<file path="config.mk">
export PLATFORM = sky130hd
export DESIGN_NAME = inst_encoder
export DESIGN_NICKNAME = d
export VERILOG_FILES = /design/src/rtl/inst_encoder.sv
export SDC_FILE = /design/constraint.sdc
export NUM_CORES = 1
export LEC_CHECK = 0
export BUFFER_PORTS_ARGS = -buffer_cell sky130_fd_sc_hd__buf_2
export CELL_PAD_IN_SITES_DETAIL_PLACEMENT = 1
export CELL_PAD_IN_SITES_GLOBAL_PLACEMENT = 2
export CORE_MARGIN = 2
export CORE_UTILIZATION = 38
export DETAILED_ROUTE_END_ITERATION = 7
export GPL_ROUTABILITY_DRIVEN = 0
export HOLD_SLACK_MARGIN = 0.05
export PLACE_DENSITY = 0.81
export REMOVE_ABC_BUFFERS = 1
export SLEW_MARGIN = 10
export SYNTH_ARGS = -nofsm -noshare
export SYNTH_HDL_FRONTEND = slang
export SYNTH_SLANG_ARGS = --single-unit
export TNS_END_PERCENT = 1
</file>
<file path="constraint.sdc">
create_clock -name clk -period 5.85 [get_ports clk]
set_input_delay 0.585 -clock clk [delete_from_list [all_inputs] [get_ports clk]]
set_output_delay 0.585 -clock clk [all_outputs]
set_load 0.01 [all_outputs]
</file>
<file path="src/rtl/inst_encoder.sv">
// inst_encoder: packs decoded instruction fields into MIPS words
// and buffers them in a small FIFO for the control_unit inst port.
module inst_encoder #(
  parameter int DEPTH = 4,
  parameter int CNT_W = 16
) (
  input  logic             clk,
  input  logic             rst_n,
  input  logic             in_valid,
  output logic             in_ready,
  input  logic [3:0]       in_class,
  input  logic [4:0]       in_rs,
  input  logic [4:0]       in_rt,
  input  logic [4:0]       in_rd,
  input  logic [4:0]       in_shamt,
  input  logic [5:0]       in_funct,
  input  logic [15:0]      in_imm,
  input  logic [25:0]      in_target,
  output logic             out_valid,
  input  logic             out_ready,
  output logic [31:0]      out_inst,
  output logic             err_illegal,
  output logic [CNT_W-1:0] inst_count
);

  localparam int PW = $clog2(DEPTH);
  localparam logic [PW:0] OCC_FULL = (PW+1)'(DEPTH);

  logic [31:0]   mem [DEPTH];
  logic [PW-1:0] wr_ptr;
  logic [PW-1:0] rd_ptr;
  logic [PW:0]   occ;
  logic [31:0]   word;
  logic          legal;
  logic          accept;
  logic          push;
  logic          pop;
  logic          empty;

  logic cls_r, cls_ld, cls_st, cls_beq, cls_addi, cls_j;

  assign cls_r    = (in_class == 4'd0);
  assign cls_ld   = (in_class == 4'd1);
  assign cls_st   = (in_class == 4'd2);
  assign cls_beq  = (in_class == 4'd3);
  assign cls_addi = (in_class == 4'd4);
  assign cls_j    = (in_class == 4'd5);
  assign legal    = (in_class < 4'd6);

  assign empty     = (occ == '0);
  assign in_ready  = (occ != OCC_FULL);
  assign out_valid = !empty;
  assign out_inst  = empty ? 32'h0 : mem[rd_ptr];

  assign accept = in_valid && in_ready;
  assign push   = accept && legal;
  assign pop    = out_valid && out_ready;

  // Field packing per instruction class; illegal classes yield zero.
  always_comb begin
    word = 32'h0;
    unique case (1'b1)
      cls_r:    word = {6'h00, in_rs, in_rt, in_rd,
                        in_shamt, in_funct};
      cls_ld:   word = {6'h23, in_rs, in_rt, in_imm};
      cls_st:   word = {6'h2B, in_rs, in_rt, in_imm};
      cls_beq:  word = {6'h04, in_rs, in_rt, in_imm};
      cls_addi: word = {6'h08, in_rs, in_rt, in_imm};
      cls_j:    word = {6'h02, in_target};
      default:  word = 32'h0;
    endcase
  end

  // FIFO storage; entries cleared on reset so no stale word survives.
  always_ff @(posedge clk or negedge rst_n) begin
    if (!rst_n) begin
      for (int i = 0; i < DEPTH; i++) mem[i] <= 32'h0;
    end else if (push) begin
      mem[wr_ptr] <= word;
    end
  end

  // Pointer and occupancy bookkeeping; pointers wrap naturally.
  always_ff @(posedge clk or negedge rst_n) begin
    if (!rst_n) begin
      wr_ptr <= '0;
      rd_ptr <= '0;
      occ    <= '0;
    end else begin
      if (push) wr_ptr <= wr_ptr + 1'b1;
      if (pop)  rd_ptr <= rd_ptr + 1'b1;
      if (push && !pop)      occ <= occ + 1'b1;
      else if (pop && !push) occ <= occ - 1'b1;
    end
  end

  // Illegal-class pulse and wrapping count of legal pushes.
  always_ff @(posedge clk or negedge rst_n) begin
    if (!rst_n) begin
      err_illegal <= 1'b0;
      inst_count  <= '0;
    end else begin
      err_illegal <= accept && !legal;
      if (push) inst_count <= inst_count + 1'b1;
    end
  end

endmodule
</file>
==> results of run 1 <==
-- logic make-up (layout without fill, tap and decap cells) --
group	after synthesis	after routing	share of synthesized area, %
flops	144	144	54.5
compound gates	146	146	12.6
buf+inv	50	167	3.48
fa+ha+maj	7	7	1.44
simple gates	195	195	13.6
mux	36	36	11.2
xor+xnor	23	23	3.05
other cells	1	1	0.0567
-- layer usage --
layer / track usage [%] / vias up
met2: 34.8 / 123
li1: - / 2343
met3: 3.84 / 16
met1: 25.7 / 2480
met4: 5.61 / 0
met5: 0 / -
-- worst max-delay path, delay by kind of cell, from the launching register on --
kind / cells / cell delay (ps)
DFF: 1 / 730
buffers and inverters: 2 / 590
and+or+nand+nor: 1 / 180
muxes: 1 / 570
-- cell usage after synthesis --
cell type / n
a21oi_1: 2
a222oi_1: 16
a22oi_1: 10
and2_1: 31
and3_1: 3
and3_2: 1
and3b_1: 1
and4_1: 1
and4bb_2: 1
buf_1: 2
buf_2: 10
buf_4: 2
buf_6: 3
clkbuf_1: 29
conb_1: 1
dfrtp_1: 144
fa_1: 1
ha_1: 6
inv_1: 4
mux2_2: 6
mux4_2: 30
nand2_1: 123
nand3_1: 9
nand4_1: 8
nor2_1: 6
nor2b_1: 1
nor3_1: 1
nor4_1: 5
o21ai_0: 116
o21ai_1: 2
or3_1: 3
or3b_1: 1
xnor2_1: 12
xor2_1: 11
-- flip-flops by register name (all words and copies together), names as in the netlist --
register and count:
mem 120, inst_count 16, occ 3, rd_ptr 2
wr_ptr 2, err_illegal 1
-- power by group through the flow --
stage | clock, µW | sequential, µW | combinational [µW]
floorplan | 0 | 1570 | 757
global placement | 0 | 1610 | 1120
detailed placement | 0 | 1640 | 1170
CTS | 1030 | 1630 | 1180
global route | 1080 | 1670 | 1300
finish | 1010 | 1620 | 1150
-- through the flow --
stage | cells | total power [µW] | utilization [%] | instance area [µm²]
global placement | 914 | 2730 | 43.0 | 7380
CTS | 944 | 3840 | 46.2 | 7930
floorplan | 556 | 2330 | - | 6400
detailed placement | 914 | 2810 | 43.0 | 7380
global route | 944 | 4050 | 46.2 | 7930
finish | 944 | 3780 | 46.2 | 7930
-- worst max path at each step --
| stage | endpoint | slack (ps) | start |
|---|---|---|---|
| 4_1_cts | out_inst[18] | 2700 | rd_ptr[0]$_DFFE_PN0P_ |
| 3_5_place_dp | occ[2]$_DFFE_PN0P_ | 2880 | in_class[2] |
| 6_report | out_inst[18] | 2780 | rd_ptr[0]$_DFFE_PN0P_ |
| 5_1_grt | out_inst[13] | 2600 | rd_ptr[0]$_DFFE_PN0P_ |
| 2_1_floorplan | mem[60]$_DFFE_PN0P_ | 3030 | in_class[2] |
| 3_3_place_gp | occ[2]$_DFFE_PN0P_ | 2950 | in_class[2] |
-- area by class of cell --
| class | instances | area (µm²) | share of cell area (%) |
|---|---|---|---|
| clock buffers | 24 | 492 | 6.20 |
| repair buffers | 133 | 692 | 8.73 |
| inverters | 4 | 15.0 | 0.189 |
| multi-input cells | 408 | 2790 | 35.1 |
| well taps | 225 | 282 | 3.55 |
| flip-flops and latches | 144 | 3610 | 45.5 |
| clock inverters | 6 | 57.6 | 0.726 |
==> flow_metrics.py, run 1 <==
metrics = {
    "global_route": {
        "grt_usage_pct": 20.1,
        "overflow": 0,
        "grt_pass1_wl_mm": 28.4,
        "antenna_found_initial": 0,
        "grt_max_degree": 82,
        "grt_pass1_vias": 5485,
    },
    "critical_path": {
        "reg2regPathDepth": 6,
        "ff2ff_setup_slack_ps": 3300,
        "cp-start-kind": "flip-flop",
        "timing.rr.start": "occ[0]$_DFFE_PN0P_",
        "cp_data_required_time_ps": 5270,
        "slowest_delay_ps": 730,
        "path_class": "flip-flop to output port",
        "crit_path_end_kind": "output port",
        "critPathSlowestCell": "dfrtp_2",
        "arrival_ps": 2480,
        "path_max_fanout": 17,
        "crit_chain": "buf_4 > mux4_2 > and2_1 > buf_2",
        "r2r_end": "occ[1]$_DFFE_PN0P_",
    },
    "drt": {
        "detail-route-antenna-nets": 0,
        "wl_met3_um": 927,
        "wl_mm": 17.4,
        "drt_pass1_iterations": 4,
        "routedWlPerCell_um": 18.4,
        "drtIter0Drc": 232,
        "vias": 4962,
        "top_layer_used": "met4",
        "vias_per_cell": 5.26,
        "drt-met1-wl_mm": 7.60,
        "met2_wirelength_mm": 8.72,
        "drc": 0,
    },
    "placement": {
        "dp_hpwl_mm": 11.4,
        "numPortBuffers": 125,
        "post-place-ws_ps": 2880,
    },
    "die": {
        "coreArea_mm2": 0.0172,
        "ioPinCount": 127,
        "num_rows": 48,
        "dieHeight_um": 136,
        "die-area_mm2": 0.0185,
        "die_x_um": 136,
        "initial_utilization_pct": 38.5,
    },
    "yosys": {
        "synthTopCellsByArea": "dfrtp_1 (54%), mux4_2 (10%), o21ai_0 (8.8%)",
        "yosysWarningCount": 0,
        "synth_area_mm2": 0.00661,
        "synth_cells": 602,
        "avgSynthCellArea_um2": 11.0,
        "yosys.area.top_type": "dfrtp_1",
        "synth_cell_types": 34,
        "synth_top_area_share_pct": 54.5,
        "ys_ff_latch": 144,
        "ys_seq_area_share_pct": 54.5,
    },
    "finish": {
        "final_common_cell": "dfrtp_1",
        "finalNetCount": 791,
        "area_delta_synth_final_pct": 19.9,
        "antenna_cells": 0,
        "n_fill_cell": 1927,
        "drive_gt1_share_pct": 28.0,
        "final_cell_mix": "dfrtp_1 (142), buf_2 (124), nand2_1 (123), o21ai_0 (116), and2_1 (31)",
    },
    "timing": {
        "fin_ws_ps": 2780,
        "finalClockSkew_ps": 4.64,
        "fin_crit_sh_pct": 52.4,
        "tightest_slew_ps": 1010,
        "finalSetupViolations": 0,
        "rsz0062_at_grt": "false",
        "fin_hold_ws_ps": 162,
        "slew_viol_final": 0,
        "hold_violations": 0,
        "setup_tns_ps": 0,
        "fmax_ghz": 0.326,
        "maxSlewHeadroom_pct": 32.6,
        "finalCriticalPeriod_ps": 3070,
    },
    "power_and_ir_drop": {
        "irDropWorstVdd_v": 0.000207,
        "switching_share_pct": 32.6,
        "p_leak_uw": 0.00373,
        "power_density_mw_per_mm2": 476,
        "clock_power_share_pct": 26.6,
        "seqPwrFrac_pct": 42.9,
        "p_switching_uw": 1230,
        "power.internal_uw": 2550,
        "share_comb_of_total_power_pct": 30.5,
    },
    "clocking": {
        "clk_pin_slew_ps": 60,
        "cts_root_buffer": "clkbuf_16",
        "postCtsHoldBufs": 0,
        "insertion_delay_ps": 410,
        "htree_levels": 4,
        "numClockSinks": 144,
        "cts_buffers": 17,
        "cts_tree": "done",
        "post-cts-setup-buffers": 0,
        "cts_resized": 0,
        "cts.path.max_buffers": 2,
    },
    "min_path": {
        "hold_path_class": "input pin to async pin",
    },
    "job": {
        "cap_violations": 0,
    },
    "status": {
        "status": "completed",
    },
}
Note: power is estimated with default switching activity, not from simulation.
==> run 2, diff against run 1 <==
- CORE_UTILIZATION: 38 -> 36
- PLACE_DENSITY: 0.81 -> 0.77
- clock period: 5.85 -> 2.91 ns (I/O delays scaled with it)
==> run 2 against run 1 <==
Worst setup slack got worse by 2400 ps. Combinational power rose by 110%. Clock skew rose by 5.5 ps. Cell area rose by 2.9%. Critical path depth rose by 2. First-iteration DRC count rose by 10%. Die area rose by 5.4%. Worst hold slack improved by 4.1 ps. Clock power rose by 140%. Critical endpoint is now occ[1]$_DFFE_PN0P_. Largest cell class unchanged.
==> flow_metrics.py, run 2 (synthesized netlist as in run 1, its figures left out) <==
metrics = {
    "critical_path": {
        "reg2regPathDepth": 6,
        "path_max_fanout": 13,
        "path_class": "flip-flop to flip-flop",
        "ff2ff_setup_slack_ps": 350,
        "timing.rr.start": "occ[0]$_DFFE_PN0P_",
        "critPathSlowestCell": "or3b_1",
        "arrival_ps": 2870,
        "r2r_end": "occ[1]$_DFFE_PN0P_",
        "cp_data_required_time_ps": 3210,
        "crit_chain": "or3b_1 > and3_1 > ha_1 > inv_1 > fa_1 > mux2_2",
        "crit_path_end_kind": "flip-flop",
        "cp-start-kind": "flip-flop",
        "slowest_delay_ps": 530,
    },
    "finish": {
        "multi_input_area_mm2": 0.00279,
        "final_cell_area_mm2": 0.00816,
        "final_cell_mix": "dfrtp_1 (142), buf_2 (124), nand2_1 (123), o21ai_0 (116), and2_1 (31)",
        "largest_reg_flops": 120,
        "seq_area_mm2": 0.00361,
        "largestRegisters": "mem (120), inst_count (16), occ (3)",
        "finalNetCount": 802,
        "drive_gt1_share_pct": 29.5,
        "area_delta_synth_final_pct": 23.3,
        "top_register": "mem",
        "final_common_cell": "dfrtp_1",
        "n_fill_cell": 2009,
        "antenna_cells": 0,
    },
    "job": {
        "cap_violations": 0,
    },
    "global_route": {
        "grt_pass1_wl_mm": 30.3,
        "gr-max-usage-layer": "met2",
        "grt_pass1_vias": 5716,
        "grt_max_degree": 81,
        "use_met3_pct": 5.61,
        "met1_usage_pct": 24.8,
        "met2_usage_pct": 34.1,
        "grt_usage_pct": 19.8,
        "overflow": 0,
        "antenna_found_initial": 1,
    },
    "clocking": {
        "cts_buffers": 17,
        "cts_resized": 0,
        "htree_levels": 4,
        "cts.path.max_buffers": 2,
        "cts_tree": "done",
        "cts_root_buffer": "clkbuf_16",
        "clk_pin_slew_ps": 60,
        "insertion_delay_ps": 430,
        "numClockSinks": 144,
    },
    "timing": {
        "finalCriticalPeriod_ps": 2560,
        "maxSlewHeadroom_pct": 39.0,
        "hold_violations": 0,
        "slew_viol_final": 0,
        "finalSetupViolations": 0,
        "setup_tns_ps": 0,
        "fmax_ghz": 0.390,
        "fin_crit_sh_pct": 88.1,
        "finalClockSkew_ps": 10.1,
        "rsz0062_at_grt": "false",
        "tightest_slew_ps": 915,
    },
    "die": {
        "coreArea_mm2": 0.0180,
        "die_x_um": 140,
        "num_rows": 49,
        "initial_utilization_pct": 36.8,
        "dieHeight_um": 140,
        "die-area_mm2": 0.0195,
        "ioPinCount": 127,
    },
    "min_path": {
        "worstHoldEndpoint": "rd_ptr[1]$_DFFE_PN0P_",
        "hold_path_class": "input pin to flip-flop",
        "worstHoldStart": "out_ready",
        "hold_path_depth": 3,
    },
    "placement": {
        "dp_hpwl_mm": 12.0,
        "numPortBuffers": 125,
        "place_area_mm2": 0.00750,
    },
    "drt": {
        "vias": 5060,
        "vias_per_cell": 5.27,
        "drc": 0,
        "drt_pass1_iterations": 5,
        "drtIter0Drc": 256,
        "routedWlPerCell_um": 19.0,
        "detail-route-antenna-nets": 0,
        "wl_mm": 18.2,
    },
    "power_and_ir_drop": {
        "p_leak_uw": 0.00384,
        "power_density_mw_per_mm2": 988,
        "irDropWorstVdd_v": 0.000465,
    },
    "status": {
        "status": "completed",
    },
}
run 2: cell count changes in the layout (fill, tap and decap cells not counted):
cell           before  now
buf_12              0    3
buf_4               8   15
bufinv_16           1    4
clkbuf_1            3    0
clkbuf_8            4    5
clkinvlp_4          1    2
dlygate4sd3_1       0    1
run 2: per-stage QoR:
stage | instances | utilization, % | setup slack, ps | total power, µW | hold WS [ps]
global route | 961 | 45.4 | 147 | 8610 | 175
floorplan | 556 | - | 348 | 4670 | -4.59
CTS | 961 | 45.4 | 326 | 8170 | 150
detailed placement | 928 | 41.7 | 348 | 5750 | 394
global placement | 928 | 41.7 | 442 | 5580 | 372
finish | 961 | 45.4 | 346 | 8050 | 166
run 2: cell type report:
class | instances | share of cell area [%]
Tap cell | 229 | 3.51
Inverter | 4 | 0.184
Clock inverter | 10 | 1.90
Clock buffer | 22 | 6.06
Sequential cell | 144 | 44.2
Timing Repair Buffer | 144 | 9.99
Multi-Input combinational cell | 408 | 34.1
run 2: power by group:
group / switching, µW / internal [µW] / total [µW] / leakage, µW
clock: 834 / 1540 / 2380 / 0.000318
combinational: 1210 / 1250 / 2460 / 0.00161
sequential: 531 / 2690 / 3220 / 0.00192
total: 2570 / 5480 / 8050 / 0.00384
run 2: worst max path at each step:
stage | start | slack, ps | to | depth (start not counted)
detailed placement | occ[2]$_DFFE_PN0P_ | 350 | occ[2]$_DFFE_PN0P_ | 8
CTS | occ[0]$_DFFE_PN0P_ | 330 | occ[1]$_DFFE_PN0P_ | 6
global route | occ[0]$_DFFE_PN0P_ | 150 | occ[2]$_DFFE_PN0P_ | 8
global placement | occ[0]$_DFFE_PN0P_ | 440 | occ[1]$_DFFE_PN0P_ | 6
floorplan | occ[2]$_DFFE_PN0P_ | 350 | mem[60]$_DFFE_PN0P_ | 3
finish | occ[0]$_DFFE_PN0P_ | 350 | occ[1]$_DFFE_PN0P_ | 6
run 2: worst max-delay path, delay by kind of cell, from the launching register on:
family	cells	cell delay, ps
AND/OR/NAND/NOR	2	950
flip-flops	1	430
buffers and inverters	1	80
adder cells (fa/ha/maj)	2	720
multiplexers	1	270
run 2: routing by layer:
layer  wire, µm  part of all wire (%)
met5          0                     0
met4        200                   1.1
met3        998                   5.5
met2       9180                    50
met1       7870                    43
run 2: timing repair:
item | in CTS | in global routing
endpoints found under the hold margin | 77 | 0
hold buffers | 1 | 0
setup buffers | 0 | 0
==> run 3, diff against run 2 <==
==> constraint.sdc (replaced) <==
create_clock -name clk -period 2.91 [get_ports clk]
set_input_delay 0.582 -clock clk [delete_from_list [all_inputs] [get_ports clk]]
set_output_delay 0.582 -clock clk [all_outputs]
set_load 0.01 [all_outputs]
==> run 3 against run 2 <==
Non-clock buffer count is 1 lower. Via count is 1.4% higher. Combinational power is 2% higher. Worst setup slack worse by 170 ps. Worst hold slack worse by 27 ps. Sequential cell count stayed put. Largest power group unchanged. Cell area is 0.14% higher. Die area stayed put. Critical path type is now flip-flop to output port. Clock skew is 5.5 ps lower.
==> flow_metrics.py, run 3 (synthesized netlist as in run 1, its figures left out) <==
metrics = {
    "finish": {
        "finalNetCount": 801,
        "largest_reg_flops": 120,
        "final_core_util_pct": 45.5,
        "final_common_cell": "dfrtp_1",
        "final_cell_mix": "dfrtp_1 (142), buf_2 (124), nand2_1 (123), o21ai_0 (116), and2_1 (31)",
        "area_delta_synth_final_pct": 23.5,
        "drive_gt1_share_pct": 29.4,
        "largestRegisters": "mem (120), inst_count (16), occ (3)",
        "top_register": "mem",
    },
    "timing": {
        "hold_violations": 0,
        "fmax_ghz": 0.365,
        "finalSetupViolations": 0,
        "fin_crit_sh_pct": 94.1,
        "tightest_slew_ps": 876,
        "finalClockSkew_ps": 4.67,
        "finalCriticalPeriod_ps": 2740,
        "slew_viol_final": 0,
        "setup_tns_ps": 0,
        "rsz0062_at_grt": "false",
        "maxSlewHeadroom_pct": 41.6,
    },
    "critical_path": {
        "cp-start-kind": "flip-flop",
        "arrival_ps": 2160,
        "path_max_fanout": 21,
        "r2r_end": "occ[2]$_DFFE_PN0P_",
        "crit_path_end_kind": "output port",
        "timing.rr.start": "occ[0]$_DFFE_PN0P_",
        "cp_data_required_time_ps": 2330,
        "path_class": "flip-flop to output port",
        "reg2regPathDepth": 8,
        "ff2ff_setup_slack_ps": 470,
    },
    "clocking": {
        "htree_levels": 4,
        "cts_tree": "done",
        "numClockSinks": 144,
        "cts_root_buffer": "clkbuf_16",
        "post-cts-setup-buffers": 0,
        "cts_buffers": 17,
        "cts_resized": 0,
        "insertion_delay_ps": 430,
        "cts.path.max_buffers": 2,
        "postCtsHoldBufs": 0,
        "clk_pin_slew_ps": 60,
    },
    "drt": {
        "wl_mm": 19.0,
        "vias": 5131,
        "drt_pass1_iterations": 5,
        "vias_per_cell": 5.33,
        "drtIter0Drc": 275,
        "drc": 0,
        "routedWlPerCell_um": 19.8,
        "detail-route-antenna-nets": 0,
    },
    "die": {
        "dieHeight_um": 140,
        "initial_utilization_pct": 36.8,
        "ioPinCount": 127,
        "die-area_mm2": 0.0195,
        "die_x_um": 140,
        "num_rows": 49,
        "coreArea_mm2": 0.0180,
    },
    "global_route": {
        "grt_usage_pct": 20.5,
        "grt_pass1_vias": 5824,
        "overflow": 0,
        "grt_pass1_wl_mm": 31.1,
        "grt_max_degree": 69,
        "antenna_found_initial": 2,
    },
    "power_and_ir_drop": {
        "clock_power_share_pct": 29.4,
        "power_density_mw_per_mm2": 989,
        "p_leak_uw": 0.00385,
        "switching_share_pct": 32.4,
        "irDropWorstVdd_v": 0.000548,
        "power.internal_uw": 5460,
        "p_switching_uw": 2610,
        "share_comb_of_total_power_pct": 31.2,
        "seqPwrFrac_pct": 39.4,
        "fin_total_pwr_uw": 8070,
    },
    "placement": {
        "numPortBuffers": 125,
        "dp_hpwl_mm": 12.5,
    },
    "status": {
        "status": "completed",
    },
    "min_path": {
        "hold_path_class": "input pin to async pin",
    },
    "job": {
        "cap_violations": 0,
    },
}
run 3: power groups by stage:
stage / clock [µW] / combinational (µW) / sequential, µW
3_5_place_dp: 0 / 2560 / 3220
3_3_place_gp: 0 / 2440 / 3150
2_1_floorplan: 0 / 1520 / 3150
4_1_cts: 2410 / 2580 / 3200
5_1_grt: 2490 / 2830 / 3290
6_report: 2370 / 2520 / 3180
run 3: how the worst max path moves through the flow:
stage / start / to / slack [ps] / cells past startpoint
after floorplan: in_class[2] / mem[60]$_DFFE_PN0P_ / 100 / 3
after global placement: in_class[1] / mem[4]$_DFFE_PN0P_ / 320 / 5
after detailed placement: in_class[1] / mem[68]$_DFFE_PN0P_ / 270 / 5
after CTS: occ[0]$_DFFE_PN0P_ / out_inst[2] / 120 / 4
after global routing: occ[0]$_DFFE_PN0P_ / out_inst[31] / 30 / 4
final: occ[0]$_DFFE_PN0P_ / out_inst[31] / 170 / 4
run 3: per-layer routing:
layer  routed length (µm)  track usage (%)
met5                    0                0
met4                  327             6.68
met3                 1020             5.37
met2                 9500             35.0
met1                 8180             25.5
run 3: cell type report:
type                       instances  area (µm²)
timing repair buffer             143         830
antenna                            2        5.00
multi-input combinational        408        2790
fill                            2001        9800
sequential                       144        3610
clock buffer                      22         484
inverter                           4        15.0
clock inverter                    10         156
tap                              229         287
run 3: critical path: stages (launching register included):
cell and delay (ps):
dfrtp_1 420, or3_1 620, buf_4 320, and2_1 200, buf_2 150
run 3: per-stage QoR:
stage | hold slack (ps) | area, µm² | cells | worst slack, ps
floorplan | 286 | 6400 | 556 | 95.1
global placement | 456 | 7520 | 928 | 321
detailed placement | 465 | 7520 | 928 | 266
CTS | 170 | 8160 | 960 | 121
global route | 194 | 8170 | 962 | 34.1
finish | 139 | 8170 | 962 | 173
